$ cat src/rtl/counter_step_decoder_if.sv
// Bus between a counter under observation and counter_step_decoder.
// Optional statistics ports are present only when COUNTER_STEP_DECODER_STATS_EN is defined.
interface counter_step_decoder_if #(
  parameter int WIDTH = 4,
  parameter int ERRW  = 8
);
  logic             en;
  logic [WIDTH-1:0] cnt;
  logic             valid;
  logic             dir_down;
  logic             step2;
  logic             err;
  logic             locked;
  logic [ERRW-1:0]  err_count;
`ifdef COUNTER_STEP_DECODER_STATS_EN
  logic [ERRW-1:0]  up_events;
  logic [ERRW-1:0]  down_events;
`endif

  modport master (
    output en, cnt,
    input  valid, dir_down, step2, err, locked, err_count
`ifdef COUNTER_STEP_DECODER_STATS_EN
    , up_events, down_events
`endif
  );

  modport slave (
    input  en, cnt,
    output valid, dir_down, step2, err, locked, err_count
`ifdef COUNTER_STEP_DECODER_STATS_EN
    , up_events, down_events
`endif
  );
endinterface

$ cat src/rtl/counter_step_decoder.sv
// Reconstructs up/down, step-1/step-2 commands from a sampled counter value.
// Optional macro COUNTER_STEP_DECODER_STATS_EN adds saturating up/down event counters.
module counter_step_decoder #(
  parameter int WIDTH    = 4,  // >= 3 so that +2 and -2 differ
  parameter int LOCK_CNT = 3,  // >= 1
  parameter int ERRW     = 8
) (
  input logic                   clk,
  input logic                   rst,
  counter_step_decoder_if.slave bus
);
  localparam int GW = $clog2(LOCK_CNT + 1);

  typedef enum logic [1:0] {IDLE, ACQ, LOCK} state_t;

  state_t           state, state_nx;
  logic [WIDTH-1:0] prev, prev_nx;
  logic [GW-1:0]    good, good_nx;
  logic             valid_nx, dir_nx, step2_nx, err_nx, locked_nx;
  logic [ERRW-1:0]  errc_nx;

  logic [WIDTH-1:0] delta;
  logic             is_hold, is_legal, is_down, is_step2;

  // Modular subtraction makes wrap-around steps (15->1, 0->14) fall out naturally.
  assign delta    = bus.cnt - prev;
  assign is_hold  = (delta == '0);
  assign is_down  = (delta == WIDTH'(-1)) || (delta == WIDTH'(-2));
  assign is_step2 = (delta == WIDTH'(2))  || (delta == WIDTH'(-2));
  assign is_legal = (delta == WIDTH'(1))  || (delta == WIDTH'(2)) || is_down;

  // NOTE: every always_comb output gets a default first so no path leaves it unassigned (no latch).
  always_comb begin
    state_nx  = state;
    prev_nx   = prev;
    good_nx   = good;
    valid_nx  = 1'b0;
    err_nx    = 1'b0;
    dir_nx    = bus.dir_down;
    step2_nx  = bus.step2;
    locked_nx = bus.locked;
    errc_nx   = bus.err_count;

    if (bus.en) begin
      prev_nx = bus.cnt;
      if (state == IDLE) begin
        state_nx = ACQ;
      end else if (!is_hold) begin
        if (is_legal) begin
          valid_nx = 1'b1;
          dir_nx   = is_down;
          step2_nx = is_step2;
          if (state == ACQ) begin
            if (good + 1'b1 == GW'(LOCK_CNT)) begin
              state_nx  = LOCK;
              locked_nx = 1'b1;
              good_nx   = '0;
            end else begin
              good_nx = good + 1'b1;
            end
          end
        end else begin
          err_nx    = 1'b1;
          good_nx   = '0;
          state_nx  = ACQ;
          locked_nx = 1'b0;
          if (bus.err_count != '1) errc_nx = bus.err_count + 1'b1;
        end
      end
    end
  end

  // NOTE: sequential state uses non-blocking assignments so all registers update from pre-edge values.
  always_ff @(posedge clk) begin
    if (rst) begin
      state         <= IDLE;
      prev          <= '0;
      good          <= '0;
      bus.valid     <= 1'b0;
      bus.dir_down  <= 1'b0;
      bus.step2     <= 1'b0;
      bus.err       <= 1'b0;
      bus.locked    <= 1'b0;
      bus.err_count <= '0;
    end else begin
      state         <= state_nx;
      prev          <= prev_nx;
      good          <= good_nx;
      bus.valid     <= valid_nx;
      bus.dir_down  <= dir_nx;
      bus.step2     <= step2_nx;
      bus.err       <= err_nx;
      bus.locked    <= locked_nx;
      bus.err_count <= errc_nx;
    end
  end

`ifdef COUNTER_STEP_DECODER_STATS_EN
  always_ff @(posedge clk) begin
    if (rst) begin
      bus.up_events   <= '0;
      bus.down_events <= '0;
    end else if (valid_nx) begin
      if (!is_down && bus.up_events != '1)  bus.up_events   <= bus.up_events + 1'b1;
      if (is_down && bus.down_events != '1) bus.down_events <= bus.down_events + 1'b1;
    end
  end
`endif
endmodule
$ cat src/flat_wrapper.sv
// flat-port wrapper written by rule: the top's interface ports become plain ports
module counter_step_decoder_flat 
#(
  parameter int WIDTH    = 4,                                  
  parameter int LOCK_CNT = 3,         
  parameter int ERRW     = 8
)
  (clk, rst, bus_en, bus_cnt, bus_valid, bus_dir_down, bus_step2, bus_err, bus_locked, bus_err_count);
  counter_step_decoder_if #(.WIDTH(WIDTH), .ERRW(ERRW)) bus_i ();
  input logic clk;
  input logic rst;
  input wire logic [$bits(bus_i.en)-1:0] bus_en;
  input wire logic [$bits(bus_i.cnt)-1:0] bus_cnt;
  output wire logic [$bits(bus_i.valid)-1:0] bus_valid;
  output wire logic [$bits(bus_i.dir_down)-1:0] bus_dir_down;
  output wire logic [$bits(bus_i.step2)-1:0] bus_step2;
  output wire logic [$bits(bus_i.err)-1:0] bus_err;
  output wire logic [$bits(bus_i.locked)-1:0] bus_locked;
  output wire logic [$bits(bus_i.err_count)-1:0] bus_err_count;
  assign bus_i.en = bus_en;
  assign bus_i.cnt = bus_cnt;
  assign bus_valid = bus_i.valid;
  assign bus_dir_down = bus_i.dir_down;
  assign bus_step2 = bus_i.step2;
  assign bus_err = bus_i.err;
  assign bus_locked = bus_i.locked;
  assign bus_err_count = bus_i.err_count;
  counter_step_decoder #(.WIDTH(WIDTH), .LOCK_CNT(LOCK_CNT), .ERRW(ERRW)) u_core (.clk(clk), .rst(rst), .bus(bus_i));
endmodule
$ cat config.mk
export PLATFORM = sky130hd
export DESIGN_NAME = counter_step_decoder_flat
export DESIGN_NICKNAME = d
export VERILOG_FILES = /design/src/rtl/counter_step_decoder_if.sv /design/src/rtl/counter_step_decoder.sv /design/src/flat_wrapper.sv
export SDC_FILE = /design/constraint.sdc
export NUM_CORES = 1
export LEC_CHECK = 0
export ABC_AREA = 1
export BUFFER_PORTS_ARGS = -buffer_cell sky130_fd_sc_hd__buf_2
export CORE_MARGIN = 2
export CORE_UTILIZATION = 54
export CTS_CLUSTER_SIZE = 28
export DETAILED_ROUTE_END_ITERATION = 16
export PLACE_DENSITY = 0.82
export SETUP_SLACK_MARGIN = 0.3
export SYNTH_ARGS = -nofsm -noshare
export SYNTH_HDL_FRONTEND = slang
export SYNTH_SLANG_ARGS = --single-unit
export TNS_END_PERCENT = 100
$ cat constraint.sdc
create_clock -name clk -period 2.9 [get_ports clk]
set_input_delay 0.87 -clock clk [delete_from_list [all_inputs] [get_ports clk]]
set_output_delay 0.87 -clock clk [all_outputs]
set_load 0.005 [all_outputs]
==> run summary, run 1 <==
The flow ran to the end, and the final reports show no timing, DRC or antenna violations. The worst register-to-register path has a depth of 10. The HPWL after detailed placement is 1919 µm. The top-area cell type share of the netlist area is 0.3485. For the worst setup path, the data arrival time is 2.71 ns.

The routed length per instance came out at 12.07 µm. The maximum clock insertion buffer count came out at 2. The worst path needs 2.507 ns of the cycle, external delays included. For this run, asynchronously set or reset flops after synthesis account for 0. The ratio of cells with drive above 1 in the final layout is 0.2324. The floorplan has 17 rows. The first global-routing pass estimated 4236 µm of wire. During I/O placement, the number of pins put on the boundary was 20. The final number of max-transition violations came out at 0. The placeable core region came out at 2170 µm². The fill cell total of the finished layout came out at roughly 210. The final worst-path setup slack is 0.3927 ns. The placement-stage worst setup slack came out at -0.01279 ns. After synthesis, the most frequently instantiated cells are nand2_1, dfxtp_1, a21oi_1, inv_1, nand3_1. The number of global-route vias before repair is 1059.

The worst endpoint required time came out at between 3 and 4 ns. Setup violations remaining at the end of the flow were counted as 0. The worst-skew pair later-pin latency is about 0.30 ns. The clock transition at the registers of the reported paths came out at between 0.1 and 0.15 ns. The initial antenna violation count is 0.

For this run, the number of Yosys warnings is 0. The flip-flop and latch count after synthesis is 21. The final clock skew came out at 0.002493 ns.

Setup repair after global routing left no endpoint under its margin. The register area share after synthesis came out at 0.3485. Entering global routing, the biggest net connects 14 pins. The worst slew margin relative to its limit is 0.8157. In this run, synthesis inferred 0 flip-flops with an integrated enable. In the global route stage, met1 resource usage came out at 0.2468. The area added between synthesis and finish came out at 13.38%.

In this run the mean area of a mapped cell was between 7 and 8 µm². Power spread over the standard cell area amounts to about 450 nW/µm². The gate count of the mapped netlist is 162. The element type at the critical path end is a register. The CTS buffer count came out at 3. The detailed router finished its first iteration with 23 violations. Summed over all instances, the cell type with the most area after synthesis is dfxtp_1. Summed over all layers, the global routing overflow is 0.

The via total after detailed routing came out at 1152. Along the worst path, the maximum fanout reaches 8. The width of the die came out at 51.26 µm. The dominant synthesized flop cell is dfxtp_1.

By area the synthesized netlist is led by dfxtp_1, nand2_1, a21oi_1, nand3_1, inv_1. Following the worst setup path forward leads to its endpoint at u_core.bus.err_count[0]. The number of cells in the design after placement came out at 206. The floorplan die area came out at around 2600 µm². In this design, the critical path's most frequently occurring cell is inv_1.

The setup slack on the worst flop-to-flop path is 0.76 ns. The max-cap violation count came out at 0. On the critical path, the stage with the largest delay is an instance of fa_2.

The static leakage power is 0.0006848 µW. The synthesized area is roughly 1200 µm². The endpoint identified for the worst register-to-register timing path is u_core.bus.err_count[0]. The final number of hold-violating endpoints is 0. The cell at the root of the clock tree is clkbuf_4. The average vias per placed instance is about 5.4. The final net count is 198.

The worst register-to-register path begins at u_core.prev[0]. The count of H-tree levels built during CTS is 1. The weighted congestion at the end of routability-driven global placement is 0.8685. The most common cell in the synthesized netlist is nand2_1.

The final standard cell count with taps included and fillers excluded came out at 213. The initial cell density of the core is 0.5559. The remaining number of nets flagged by the antenna check after routing came out at 0. For this run, the total global-route usage over all layers was measured as 0.2141. For the pin with the worst max-slew slack, the measured transition is 0.2761 ns. After detailed routing, the total wire length is 2570 µm. For met2 alone, demand over resource in global routing was 0.3853.

The worst min-delay path category is reg2reg. The distinct cell type count after synthesis came out at 26. The detailed-routing iteration count for the pre-antenna-repair pass is 4. The number of nets in the synthesized netlist came out at 174. In this run the worst setup path begins at bus_cnt[0]. The TritonCTS clock tree is built. In this run the most used layer during global routing was met2.

The final critical-path share of the clock period is 0.8646. Input and output buffers added on the ports amount to 19. In the global route stage, met3 resource usage came out at 0.02924. The worst setup path is of the in2reg kind.

The worst ir drop on vdd came out at 0.2716 mV. The vertical die dimension came out at 51.26 µm. The number of sinks driven by the clock tree came out at 21. The signal on the critical path passes through buf_2 > inv_1 > ha_1 > inv_1 > fa_2 > xnor2_1 > nand3_2 > nand2_4 > nor2_4 > buf_4 > a21oi_1 > nor2_1. The number of antenna repair diodes is 0. The largest stage delay on the critical path came out at 0.48 ns. The hold-fix buffer count after cts is 0. The maximum achievable frequency is ~400 MHz. The post-route DRC violation count came out at 0. The worst setup path is launched from a primary input.
## stage by stage
step | cell area [µm²] | power, µW | util | hold slack, ns | setup TNS (ns)
floorplan | 1206 | 441.2 | - | 0.4371 | 0
global placement | 1316 | 461.0 | 0.6067 | 0.4456 | 0
detailed placement | 1316 | 472.5 | 0.6067 | 0.4509 | -0.03452
CTS | 1343 | 613.8 | 0.6188 | 0.4684 | 0
global route | 1368 | 662.3 | 0.6303 | 0.4848 | 0
finish | 1368 | 619.2 | 0.6303 | 0.4646 | 0
## area by class of cell
type | instances | area, µm² | area share
Clock buffer | 4 | 26.28 | 0.01921
Inverter | 19 | 71.32 | 0.05215
Multi-Input combinational cell | 119 | 696.9 | 0.5096
Sequential cell | 21 | 420.4 | 0.3074
Tap cell | 28 | 35.03 | 0.02562
Timing Repair Buffer | 22 | 117.6 | 0.08600
## layout by cell type (no fill, tap or decap)
cell	Yosys	routed
a21oi_1	18	18
a21oi_2	2	2
buf_2	1	19
buf_4	0	3
clkbuf_1	1	1
clkbuf_4	0	3
dfxtp_1	21	21
fa_2	0	1
ha_1	4	4
inv_1	17	17
inv_2	2	2
nand2_1	36	36
nand2_2	4	4
nand2_4	1	1
nand3_1	15	15
nand3_2	4	4
nand3_4	1	1
nand3b_4	1	1
nand4_1	4	4
nor2_1	13	13
nor2_4	1	1
nor3_1	1	1
o21ai_0	4	4
o21ai_1	1	1
xnor2_1	4	4
xnor2_2	1	1
xor2_1	3	3
## registers in the layout, summed over array words and instances, names as in the netlist
signal and flops:
u_core.bus.valid 1, u_core.prev 4, u_core.bus.step2 1, u_core.bus.dir_down 1, u_core.bus.err 1, u_core.good 2
u_core.bus.err_count 8, u_core.state 2, u_core.bus.locked 1
## worst max-delay path, delay by kind of cell
kind	cells	cell delay, ns
AND/OR/NAND/NOR	4	0.42
buffers and inverters	4	0.34
AO/OA/AOI/OAI	1	0.16
adder cells (fa/ha/maj)	2	0.66
XOR/XNOR	1	0.26
## kinds of logic after synthesis
group,after synthesis,share of synthesized area
DFF,21,0.3485
adders and majority gates,5,0.05809
AOI/OAI and AO/OA,25,0.1100
xor gates and xnor gates,8,0.06432
and+or+nand+nor,81,0.3434
buffers and inverters,22,0.07572
## power by group
part | internal, µW | leakage (µW) | switching (µW)
Clock | 53.6 | 0.0000150 | 86.0
Sequential | 303 | 0.000171 | 8.90
Combinational | 62.0 | 0.000499 | 106
Total | 418 | 0.000685 | 201
## repair_timing
| item | in CTS | in global routing |
|---|---|---|
| setup endpoints to repair | 0 | 10 |
| resized for setup | 0 | 1 |
| setup buffers | 0 | 3 |
## how the worst min path moves through the flow
stage,slack (ns),start,depth (start not counted),end
detailed placement,0.45,u_core.bus.locked,2,u_core.bus.locked
global route,0.48,u_core.bus.locked,2,u_core.bus.locked
finish,0.46,u_core.bus.locked,2,u_core.bus.locked
floorplan,0.44,u_core.prev[2],2,u_core.prev[2]
global placement,0.45,u_core.bus.locked,2,u_core.bus.locked
CTS,0.47,u_core.bus.locked,2,u_core.bus.locked
## per-layer routing
layer	wire length (µm)	share of wire
met5	0	0
met4	31	0.012
met2	1361	0.53
met3	92	0.036
met1	1084	0.42
Power figures use the tool's default switching activity.
==> run 2: changes to the inputs <==
Settings changed: CORE_UTILIZATION 54 to 59, GPL_TIMING_DRIVEN from default to 1, PLACE_DENSITY 0.82 to 0.88.
Clock period 2.9 ns to 3.2 ns, I/O delays scaled along.
==> run summary, run 2 (same netlist as run 1, synthesis figures left out) <==
The count of boundary I/O pins is 20 (unchanged). The worst ir drop on vdd is 0.2734 mV (+0.69%). The clock period minus final worst setup slack came out at 2.679 ns. The number of sinks driven by the clock tree is 21 (unchanged).

The hold-fix buffer count after cts is 0 (unchanged). The clock transition at the registers of the reported paths came out at 0.10 ns (about the same). The number of global-route vias before repair came to 1006 (-5.0%).

The run finished with clean final reports. The worst setup path is launched from a primary input. In this run the most critical hold path is launched from u_core.bus.locked. The final setup TNS is 0 ns (unchanged). The CTS buffer count is 3 (unchanged). The detailed-routing iteration count for the pre-antenna-repair pass is 4 (unchanged).

The floorplan die area came to 2422 µm² (-7.8%). The post-cts resize count came out at 0 (unchanged). The instance count along the most critical hold path was 2 (unchanged). The placeable core region came out at 1942 µm² (-10%). The total power is 543.1 µW (-12%). The path with the worst hold slack has its endpoint at u_core.bus.locked. The worst-skew pair later-pin latency is 0.30 ns (about the same).

The number of buffers inserted by post-CTS setup repair is 0 (unchanged). STA classifies the critical path endpoint as a register. The final number of max-transition violations came out at 0 (unchanged). The routed length per instance was 11.13 µm (-7.8%). The flip-flop count of the largest register, all copies and words added came out at 8 (unchanged). The via total after detailed routing is 1100 (-4.5%). The number of DRC markers in iteration 0 is 17 (-26%). The capture instance of the worst register-to-register path is u_core.bus.err_count[2].

The most flop-heavy register is u_core.bus.err_count. The critical path data arrival time is 2.87 ns (+0.16 ns). The vertical die dimension came out at 49.22 µm (-4.0%).

Setup repair after global routing left no endpoint under its margin. The total global routing track utilization is 0.2111 (-0.002925). The number of cell instances on the worst register-to-register path came out at 11 (+1).

The setup slack on the worst flop-to-flop path is 1.00 ns (+0.24 ns). The row count is 16 (-1). In this run the critical register-to-register path is launched from u_core.prev[0].

The worst slew margin relative to its limit was 0.8133 (-0.002473). The critical path start-end classification is in2reg. The worst hold path belongs to the class reg2reg. The largest net degree at the start of global routing was 14 (unchanged). The post-route DRC violation count is 0 (unchanged).

The HPWL after detailed placement came out at 1819 µm (-5.2%). The most critical setup path has its startpoint at bus_cnt[0]. The average vias per placed instance came out at 5.263 (-2.7%). The largest registers in the layout are u_core.bus.err_count: 8 flops, u_core.prev: 4 flops. The global-route wire length before repair is 4057 µm (-4.2%). The initial cell density of the core was 0.6211 (+0.06519). The number of antenna repair diodes is 0 (unchanged). From synthesis to final layout, the design area changed by 11.20%. The final number of hold-violating endpoints came out at 0 (unchanged).

The worst-margin pin slew came to 0.2798 ns (+0.003705 ns). In the layout the commonest cells are nand2_1, dfxtp_1, buf_2. The number of endpoints failing setup at the final stage came out at 0 (unchanged). The final clock skew came out at 0.006437 ns (+0.003945 ns). The ratio of cells with drive above 1 in the final layout is 0.2143 (-0.01815). The count of H-tree levels built during CTS came out at 1 (unchanged). The maximum clock insertion buffer count came out at 2 (unchanged). The port buffer count came out at 19 (unchanged). The width of the die came out at 49.22 µm (-4.0%). The maximum fanout along the worst path came out at 11 (+3). The library cell used most frequently in the layout, excluding fill and tap cells, is nand2_1. In this run the clock root is driven by a clkbuf_4. The static leakage power was 0.0006710 µW (-2.0%). The final net count came out at 195 (-1.5%).

The final critical-path share of the clock period came out at 0.8371. The total wirelength of the detailed-routed design is 2326 µm (-9.5%). The final global-route overflow total was 0 (unchanged).

The initial antenna violation count came to 0 (unchanged). The maximum achievable frequency came out at 373.3 MHz. TritonCTS built the clock tree.

The weighted congestion at the end of routability-driven global placement is 0.8376 (-3.6%). The worst endpoint required time came out at 3.39 ns (+0.29 ns). The remaining number of nets flagged by the antenna check after routing is 0 (unchanged). The power density over the cells came to 404.9 nW/µm² (-11%). The max-cap violation count is 0 (unchanged).
run 2: metal layers:
layer | routed length (µm) | GRT usage
met1 | 1028 | 0.2490
met2 | 1158 | 0.3806
met3 | 110 | 0.03681
met4 | 29 | 0.07143
met5 | 0 | 0
run 2: through the flow:
stage	utilization	cell area (µm²)	hold WS [ns]	setup slack [ns]	cells
final	0.6907	1341	0.4592	0.5214	209
after CTS	0.6907	1341	0.4626	0.5442	209
after global routing	0.6907	1341	0.5020	0.3772	209
after global placement	0.6772	1315	0.4445	0.3247	205
after floorplan	-	1206	0.4371	0.6000	162
after detailed placement	0.6772	1315	0.4466	0.2181	205
run 2: worst max-delay path, stage by stage:
cell and delay (ns):
buf_2 0.10, inv_1 0.07, ha_1 0.14, inv_1 0.06
fa_1 0.41, xnor2_2 0.25, inv_1 0.11, nand3_2 0.11
nand2_4 0.09, nor2_4 0.26, nand2_2 0.16, nand2_1 0.09
a21oi_1 0.06
run 2: worst max-delay path by stage:
stage,endpoint,slack [ns],cells after the start
global route,u_core.bus.err_count[4],0.38,13
floorplan,u_core.bus.err_count[0],0.60,13
global placement,u_core.bus.err_count[6],0.32,13
detailed placement,u_core.bus.err_count[5],0.22,13
CTS,u_core.bus.err_count[5],0.54,13
finish,u_core.bus.err_count[2],0.52,13
run 2: power breakdown:
group	leakage [µW]	switching, µW	internal [µW]
clock network	0.0000150	73.5	48.6
registers	0.000171	7.47	274
logic	0.000485	90.4	49.1
run 2: area by class of cell:
class / instances / area [µm²]
Clock buffer: 4 / 26.28
Fill cell: 174 / 600.6
Inverter: 19 / 71.32
Multi-Input combinational cell: 119 / 694.4
Sequential cell: 21 / 420.4
Tap cell: 27 / 33.78
Timing Repair Buffer: 19 / 95.09
